--- src/rtl/audio_pkg.sv ---
// Shared audio definitions: default sample width, receiver FSM states, channel codes.
// Pure declarations; no latency or flow control involved.
package audio_pkg;
  localparam int AUDIO_DW = 16;

  typedef enum logic [1:0] {IDLE, DELAY, SHIFT, DONE} rx_state_e;

  localparam logic CH_LEFT  = 1'b0;
  localparam logic CH_RIGHT = 1'b1;
endpackage

--- src/rtl/i2s_adc_rx_if.sv ---
// I2S ADC pins plus the stereo sample / error outputs of the receiver.
// slave = receiver side, master = CODEC/consumer side.
interface i2s_adc_rx_if
  import audio_pkg::*;
#(
  parameter int DW = AUDIO_DW
);
  logic          aud_bclk;
  logic          aud_adclrck;
  logic          aud_adcdat;
  logic          err_clr;
  logic [DW-1:0] ldata;
  logic [DW-1:0] rdata;
  logic          sample_valid;
  logic          frame_err;

  modport slave (
    input  aud_bclk, aud_adclrck, aud_adcdat, err_clr,
    output ldata, rdata, sample_valid, frame_err
  );

  modport master (
    output aud_bclk, aud_adclrck, aud_adcdat, err_clr,
    input  ldata, rdata, sample_valid, frame_err
  );
endinterface

--- src/rtl/i2s_sync_edge.sv ---
// Multi-flop synchroniser with registered rising-edge detect; dout is delayed to align with rise.
// Latency: pin to dout/rise = SYNC_STAGES+1 clk; no backpressure.
module i2s_sync_edge #(
  parameter int SYNC_STAGES = 2
) (
  input  logic clk,
  input  logic rst,
  input  logic din,
  output logic dout,
  output logic rise
);
  logic [SYNC_STAGES-1:0] sync_q, sync_d;
  logic                   prev_q, prev_d;
  logic                   rise_q, rise_d;

  always_comb begin
    sync_d = {sync_q[SYNC_STAGES-2:0], din};
    prev_d = sync_q[SYNC_STAGES-1];
    rise_d = sync_q[SYNC_STAGES-1] & ~prev_q;
  end

  always_ff @(posedge clk) begin
    if (rst) begin
      sync_q <= '0;
      prev_q <= 1'b0;
      rise_q <= 1'b0;
    end else begin
      sync_q <= sync_d;
      prev_q <= prev_d;
      rise_q <= rise_d;
    end
  end

  assign dout = prev_q;
  assign rise = rise_q;
endmodule

--- src/rtl/i2s_adc_rx.sv ---
// I2S ADC deserialiser to stereo samples; define I2S_RX_LJ_EN for left-justified (no delay slot).
// Latency: final right bit's bclk rise -> sample_valid 1 clk; no backpressure, strobe only.
module i2s_adc_rx
  import audio_pkg::*;
#(
  parameter int DW          = AUDIO_DW,
  parameter int SYNC_STAGES = 2
) (
  input  logic        clk,
  input  logic        rst,
  i2s_adc_rx_if.slave aud
);
  localparam int CW = $clog2(DW + 1);

  logic bclk_rise, lrck_s, dat_s, bclk_unused, lrck_rise_unused, dat_rise_unused;

  i2s_sync_edge #(.SYNC_STAGES(SYNC_STAGES)) u_bclk (
    .clk(clk), .rst(rst), .din(aud.aud_bclk), .dout(bclk_unused), .rise(bclk_rise));
  i2s_sync_edge #(.SYNC_STAGES(SYNC_STAGES)) u_lrck (
    .clk(clk), .rst(rst), .din(aud.aud_adclrck), .dout(lrck_s), .rise(lrck_rise_unused));
  i2s_sync_edge #(.SYNC_STAGES(SYNC_STAGES)) u_dat (
    .clk(clk), .rst(rst), .din(aud.aud_adcdat), .dout(dat_s), .rise(dat_rise_unused));

  rx_state_e     state_q, state_d;
  logic          chan_q, chan_d;
  logic [CW-1:0] cnt_q, cnt_d;
  logic [DW-1:0] shreg_q, shreg_d, hold_l_q, hold_l_d, hold_r_q, hold_r_d;
  logic [DW-1:0] ldata_q, ldata_d, rdata_q, rdata_d;
  logic          have_l_q, have_l_d, lrck_prev_q, lrck_prev_d;
  logic          valid_q, valid_d, err_q, err_d;
  logic          lrck_edge, err_set;
  logic [DW-1:0] word_new;

  assign lrck_edge = bclk_rise & (lrck_s != lrck_prev_q);
  assign word_new  = {shreg_q[DW-2:0], dat_s};

  always_comb begin
    state_d     = state_q;
    chan_d      = chan_q;
    cnt_d       = cnt_q;
    shreg_d     = shreg_q;
    hold_l_d    = hold_l_q;
    hold_r_d    = hold_r_q;
    ldata_d     = ldata_q;
    rdata_d     = rdata_q;
    have_l_d    = have_l_q;
    lrck_prev_d = lrck_prev_q;
    valid_d     = 1'b0;
    err_set     = 1'b0;

    if (bclk_rise) begin
      lrck_prev_d = lrck_s;
      shreg_d     = word_new;
      if (lrck_edge) begin
        // A word select change mid-word means the partial word is unusable.
        if (state_q == SHIFT) begin
          err_set  = 1'b1;
          have_l_d = 1'b0;
        end
        chan_d = lrck_s;
`ifdef I2S_RX_LJ_EN
        state_d = SHIFT;
        cnt_d   = CW'(1);
`else
        state_d = DELAY;
        cnt_d   = '0;
`endif
      end else begin
        case (state_q)
          DELAY: begin
            state_d = SHIFT;
            cnt_d   = CW'(1);
          end
          SHIFT: begin
            if (cnt_q == CW'(DW - 1)) begin
              cnt_d   = CW'(DW);
              state_d = DONE;
              if (chan_q == CH_LEFT) begin
                hold_l_d = word_new;
                have_l_d = 1'b1;
              end else begin
                hold_r_d = word_new;
                if (have_l_q) begin
                  ldata_d  = hold_l_q;
                  rdata_d  = word_new;
                  valid_d  = 1'b1;
                  have_l_d = 1'b0;
                end else begin
                  err_set = 1'b1;
                end
              end
            end else begin
              cnt_d = cnt_q + CW'(1);
            end
          end
          default: ;
        endcase
      end
    end

    if (err_set)          err_d = 1'b1;
    else if (aud.err_clr) err_d = 1'b0;
    else                  err_d = err_q;
  end

  always_ff @(posedge clk) begin
    if (rst) begin
      state_q     <= IDLE;
      chan_q      <= CH_LEFT;
      cnt_q       <= '0;
      shreg_q     <= '0;
      hold_l_q    <= '0;
      hold_r_q    <= '0;
      ldata_q     <= '0;
      rdata_q     <= '0;
      have_l_q    <= 1'b0;
      lrck_prev_q <= 1'b0;
      valid_q     <= 1'b0;
      err_q       <= 1'b0;
    end else begin
      state_q     <= state_d;
      chan_q      <= chan_d;
      cnt_q       <= cnt_d;
      shreg_q     <= shreg_d;
      hold_l_q    <= hold_l_d;
      hold_r_q    <= hold_r_d;
      ldata_q     <= ldata_d;
      rdata_q     <= rdata_d;
      have_l_q    <= have_l_d;
      lrck_prev_q <= lrck_prev_d;
      valid_q     <= valid_d;
      err_q       <= err_d;
    end
  end

  assign aud.ldata        = ldata_q;
  assign aud.rdata        = rdata_q;
  assign aud.sample_valid = valid_q;
  assign aud.frame_err    = err_q;
endmodule

--- src/flat_wrapper.sv ---
// flat-port wrapper written by rule: the top's interface ports become plain ports
module i2s_adc_rx_flat import audio_pkg::*;
#(
  parameter int DW          = AUDIO_DW,
  parameter int SYNC_STAGES = 2
)
  (clk, rst, aud_aud_bclk, aud_aud_adclrck, aud_aud_adcdat, aud_err_clr, aud_ldata, aud_rdata, aud_sample_valid, aud_frame_err);
  i2s_adc_rx_if #(.DW(DW)) aud_i ();
  input  logic clk;
  input  logic rst;
  input wire logic [$bits(aud_i.aud_bclk)-1:0] aud_aud_bclk;
  input wire logic [$bits(aud_i.aud_adclrck)-1:0] aud_aud_adclrck;
  input wire logic [$bits(aud_i.aud_adcdat)-1:0] aud_aud_adcdat;
  input wire logic [$bits(aud_i.err_clr)-1:0] aud_err_clr;
  output wire logic [$bits(aud_i.ldata)-1:0] aud_ldata;
  output wire logic [$bits(aud_i.rdata)-1:0] aud_rdata;
  output wire logic [$bits(aud_i.sample_valid)-1:0] aud_sample_valid;
  output wire logic [$bits(aud_i.frame_err)-1:0] aud_frame_err;
  assign aud_i.aud_bclk = aud_aud_bclk;
  assign aud_i.aud_adclrck = aud_aud_adclrck;
  assign aud_i.aud_adcdat = aud_aud_adcdat;
  assign aud_i.err_clr = aud_err_clr;
  assign aud_ldata = aud_i.ldata;
  assign aud_rdata = aud_i.rdata;
  assign aud_sample_valid = aud_i.sample_valid;
  assign aud_frame_err = aud_i.frame_err;
  i2s_adc_rx #(.DW(DW), .SYNC_STAGES(SYNC_STAGES)) u_core (.clk(clk), .rst(rst), .aud(aud_i));
endmodule
--- config.mk ---
export PLATFORM = sky130hd
export DESIGN_NAME = i2s_adc_rx_flat
export DESIGN_NICKNAME = d
export VERILOG_FILES = /design/src/rtl/audio_pkg.sv /design/src/rtl/i2s_adc_rx_if.sv /design/src/rtl/i2s_sync_edge.sv /design/src/rtl/i2s_adc_rx.sv /design/src/flat_wrapper.sv
export SDC_FILE = /design/constraint.sdc
export NUM_CORES = 1
export LEC_CHECK = 0
export BUFFER_PORTS_ARGS = -buffer_cell sky130_fd_sc_hd__clkbuf_2
export CAP_MARGIN = 20
export CELL_PAD_IN_SITES_DETAIL_PLACEMENT = 1
export CELL_PAD_IN_SITES_GLOBAL_PLACEMENT = 1
export CORE_MARGIN = 2
export CORE_UTILIZATION = 46
export CTS_CLUSTER_DIAMETER = 30
export DETAILED_ROUTE_END_ITERATION = 16
export GPL_TIMING_DRIVEN = 1
export HOLD_SLACK_MARGIN = 0.1
export PLACE_DENSITY_LB_ADDON = 0.1
export SYNTH_ARGS = -nofsm -noshare
export SYNTH_HDL_FRONTEND = slang
export SYNTH_SLANG_ARGS = --single-unit
--- constraint.sdc ---
create_clock -name clk -period 5.3 [get_ports clk]
set_input_delay 0.53 -clock clk [delete_from_list [all_inputs] [get_ports clk]]
set_output_delay 0.53 -clock clk [all_outputs]
set_load 0.03 [all_outputs]
==> load_flow_metrics.sql <==
INSERT INTO impl_metrics (metric_group, metric, value, unit) VALUES
('detailed_routing', 'drt_first_iter_violations', '82', ''),
('clocking', 'cts_buffers', '9', ''),
('worst_setup_path', 'arrival_time_at_the_worst_endpoint', '2.69', 'ns'),
('synthesis', 'ys_warn_count', '0', ''),
('power', 'static-leakage-power', '0.00130', 'uW'),
('worst_setup_path', 'cp-startpoint', 'u_core.cnt_q[0]$_SDFFE_PP0P_', ''),
('clocking', 'postCtsHoldBufs', '0', ''),
('layout', 'synthToLayoutAreaGrowth', '14.3', '%'),
('layout', 'num_antenna_cells', '0', ''),
('timing', 'fin_crit', '2.50', 'ns'),
('global_route', 'first_global_vias', '2409', ''),
('worst_setup_path', 'worst_setup_path_endpoint', 'u_core.hold_l_q[3]$_SDFFE_PP0P_', ''),
('clocking', 'cts_root_buffer', 'sky130_fd_sc_hd__clkbuf_8', ''),
('worst_setup_path', 'setup_crit_end_kind', 'flip-flop', ''),
('synthesis', 'synth_seq_cells', '85', ''),
('place', 'port-buffer-count', '39', ''),
('worst_setup_path', 'rr_endpoint', 'u_core.hold_l_q[3]$_SDFFE_PP0P_', ''),
('worst_setup_path', 'worst_path_dominant_cell_family', 'simple AND/OR/NAND/NOR gates', ''),
('timing', 'min_period_over_period', '0.472', ''),
('timing', 'worst_slew_margin_rel', '0.376', ''),
('floorplan', 'die_width', '86.0', 'microns'),
('clocking', 'cts_tree', 'done', ''),
('detailed_routing', 'dr_total_vias', '2418', ''),
('timing', 'max_slew.worst_pin.slew', '0.929', 'ns'),
('timing', 'setup_viol', '0', ''),
('synthesis', 'syn_inst', '354', ''),
('layout', 'reg_area', '1700', 'sq um'),
('run_status', 'result_of_the_run', 'finished, final reports clean', ''),
('synthesis', 'synth_area', '3090', 'sq um'),
('clocking', 'cts-root-to-sink-buffers', '2', ''),
('global_route', 'grt_max_degree', '83', ''),
('power', 'power.density_cell_area', '328', 'nW/um^2'),
('floorplan', 'num_io_pins', '40', ''),
('timing', 'timing_max_transition_violations_final', '0', ''),
('worst_setup_path', 'path_depth', '7', ''),
('detailed_routing', 'total_routed_wire_length_on_the_met1_layer', '3150', 'microns'),
('worst_setup_path', 'crit_buf_inv', '1', ''),
('detailed_routing', 'postRouteWirelength', '6830', 'microns'),
('clocking', 'post_cts.resized_instances', '0', ''),
('detailed_routing', 'dr_wl_met2', '3410', 'microns'),
('timing', 'rsz0062_at_grt', 'false', ''),
('synthesis', 'synth.lib_cells_used.distinct', '32', ''),
('global_route', 'initial_antenna_violation_count', '0', ''),
('layout', 'fin_util', '0.550', ''),
('place', 'place_congestion', '0.789', ''),
('clocking', 'clock_pin_transition_on_the_worst_setup_and_hold_timing_paths', '0.08', 'ns'),
('detailed_routing', 'routed.top_layer', 'met4', ''),
('clocking', 'postCtsSetupRepairBufs', '0', ''),
('place', 'detailedPlacementHpwl', '4280', 'microns'),
('worst_setup_path', 'critPathMostFrequentCell', 'sky130_fd_sc_hd__ha_1', ''),
('worst_setup_path', 'max_fanout_on_critical_path', '16', ''),
('clocking', 'worst_skew_pair.late_latency', '0.35', 'ns'),
('clocking', 'h-tree-depth', '3', ''),
('floorplan', 'placementRows', '29', ''),
('power', 'design_power_total', '1160', 'uW'),
('floorplan', 'fp.coreArea', '6420', 'sq um'),
('detailed_routing', 'count_of_nets_left_with_antenna_violations_after_detail_routing', '0', ''),
('clocking', 'cts_sinks', '85', ''),
('detailed_routing', 'drc', '0', ''),
('timing', 'report.final.hold_viol_count', '0', ''),
('floorplan', 'starting_density_of_the_core', '0.481', ''),
('worst_setup_path', 'timing.critical_path.from_type', 'flip-flop', ''),
('worst_setup_path', 'regToRegSetupSlack', '2.80', 'ns'),
('synthesis', 'synth_seq_area_share', '0.551', ''),
('power', 'peakVddDrop', '0.142', 'mV'),
('layout', 'drive_gt1_frac', '0.153', ''),
('layout', 'multiInputGateArea', '1250', 'sq um'),
('worst_setup_path', 'r2r_cells', '7', ''),
('synthesis', 'syn_avg_cell_area', '8.73', 'sq um'),
('detailed_routing', 'route.detailed.vias_per_inst', '5.17', ''),
('global_route', 'grt_util_all_layers', '0.198', '');
[registers in the layout, indices dropped and copies added, names as in the netlist, 2 cells and up]
signal and cells:
u_core.u_lrck.sync_q 2, u_core.shreg_q 15, u_core.u_dat.sync_q 2, u_core.state_q 2
u_core.u_bclk.sync_q 2, u_core.cnt_q 5, u_core.aud.rdata 16, u_core.hold_l_q 16
u_core.aud.ldata 16
[cell usage in the layout, fill, tap and decap left out, types with 3 or more instances in the layout]
cell type,netlist,routed
sky130_fd_sc_hd__nor2_1,20,20
sky130_fd_sc_hd__mux2i_1,16,16
sky130_fd_sc_hd__clkbuf_2,0,39
sky130_fd_sc_hd__nor2b_1,13,13
sky130_fd_sc_hd__ha_1,4,4
sky130_fd_sc_hd__and3_1,3,3
sky130_fd_sc_hd__buf_4,4,3
sky130_fd_sc_hd__inv_1,6,6
sky130_fd_sc_hd__clkbuf_8,0,9
sky130_fd_sc_hd__a21oi_1,54,54
sky130_fd_sc_hd__o21ai_0,5,5
sky130_fd_sc_hd__nand2_1,104,104
sky130_fd_sc_hd__dfxtp_1,85,85
[layer usage]
layer / GRT usage / vias to the layer above
li1: - / 1216
met1: 0.245 / 1159
met2: 0.338 / 36
met3: 0.0346 / 7
met4: 0.0866 / 0
met5: 0 / -
[how the worst min path moves through the flow]
stage                                                     to  slack (ns)  cells after the start
after detailed placement       u_core.u_bclk.rise$_SDFF_PP0_        0.38                      1
final                          u_core.u_bclk.rise$_SDFF_PP0_        0.39                      1
after global placement         u_core.u_bclk.rise$_SDFF_PP0_        0.38                      1
after floorplan                u_core.u_bclk.rise$_SDFF_PP0_        0.37                      1
after CTS                 u_core.u_bclk.sync_q[0]$_SDFF_PP0_        0.38                      2
after global routing       u_core.u_dat.sync_q[0]$_SDFF_PP0_        0.39                      2
[area by class of cell]
class,count,area share
Clock inverter,5,0.0234
Clock buffer,11,0.0372
Timing Repair Buffer,43,0.0695
Inverter,6,0.00638
Tap cell,77,0.0273
Multi-Input combinational cell,241,0.354
Sequential cell,85,0.482
[cell usage after synthesis]
library cell	number	area, sq um
sky130_fd_sc_hd__a211oi_1	1	7.51
sky130_fd_sc_hd__a21o_1	1	7.51
sky130_fd_sc_hd__a21oi_1	54	270
sky130_fd_sc_hd__a22o_1	1	8.76
sky130_fd_sc_hd__a311oi_1	1	8.76
sky130_fd_sc_hd__and3_1	3	18.8
sky130_fd_sc_hd__and4_1	1	8.76
sky130_fd_sc_hd__buf_2	8	40.0
sky130_fd_sc_hd__buf_4	4	30.0
sky130_fd_sc_hd__buf_6	1	11.3
sky130_fd_sc_hd__clkbuf_1	9	33.8
sky130_fd_sc_hd__dfxtp_1	85	1700
sky130_fd_sc_hd__ha_1	4	50.1
sky130_fd_sc_hd__inv_1	6	22.5
sky130_fd_sc_hd__mux2i_1	16	160
sky130_fd_sc_hd__nand2_1	104	390
sky130_fd_sc_hd__nand2_2	1	6.26
sky130_fd_sc_hd__nand2b_1	1	6.26
sky130_fd_sc_hd__nand3_1	2	10.0
sky130_fd_sc_hd__nand3b_1	2	15.0
sky130_fd_sc_hd__nor2_1	20	75.1
sky130_fd_sc_hd__nor2b_1	13	81.3
sky130_fd_sc_hd__nor3_1	1	5.00
sky130_fd_sc_hd__nor4_1	1	6.26
sky130_fd_sc_hd__nor4_4	1	21.3
sky130_fd_sc_hd__o21ai_0	5	25.0
sky130_fd_sc_hd__o21bai_1	1	7.51
sky130_fd_sc_hd__o22ai_1	2	12.5
sky130_fd_sc_hd__o31ai_1	1	7.51
sky130_fd_sc_hd__or4_1	1	7.51
sky130_fd_sc_hd__xnor2_1	2	17.5
sky130_fd_sc_hd__xor2_2	1	16.3
[where the power goes]
part / leakage (uW) / switching, uW / total (uW) / internal [uW]
Clock: 0.000108 / 227 / 496 / 269
Sequential: 0.000686 / 2.19 / 643 / 641
Combinational: 0.000506 / 13.4 / 19.8 / 6.32
[metrics by stage]
| stage | hold WS (ns) | instances | setup WS (ns) | area [sq um] |
|---|---|---|---|---|
| 4_1_cts | 0.380 | 467 | 2.49 | 3500 |
| 5_1_grt | 0.387 | 468 | 2.61 | 3530 |
| 6_report | 0.389 | 468 | 2.80 | 3530 |
| 3_5_place_dp | 0.384 | 451 | 2.52 | 3290 |
| 3_3_place_gp | 0.377 | 451 | 2.67 | 3290 |
| 2_1_floorplan | 0.367 | 354 | 3.29 | 3090 |
[logic make-up after synthesis]
logic type | after synthesis | synth area share
multiplexers | 16 | 0.0518
flip-flops | 85 | 0.551
buffers and inverters | 28 | 0.0445
AO/OA/AOI/OAI | 67 | 0.115
adder cells (fa/ha/maj) | 4 | 0.0162
XOR/XNOR | 3 | 0.0109
AND/OR/NAND/NOR | 151 | 0.211
Power figures use the tool's default switching activity.
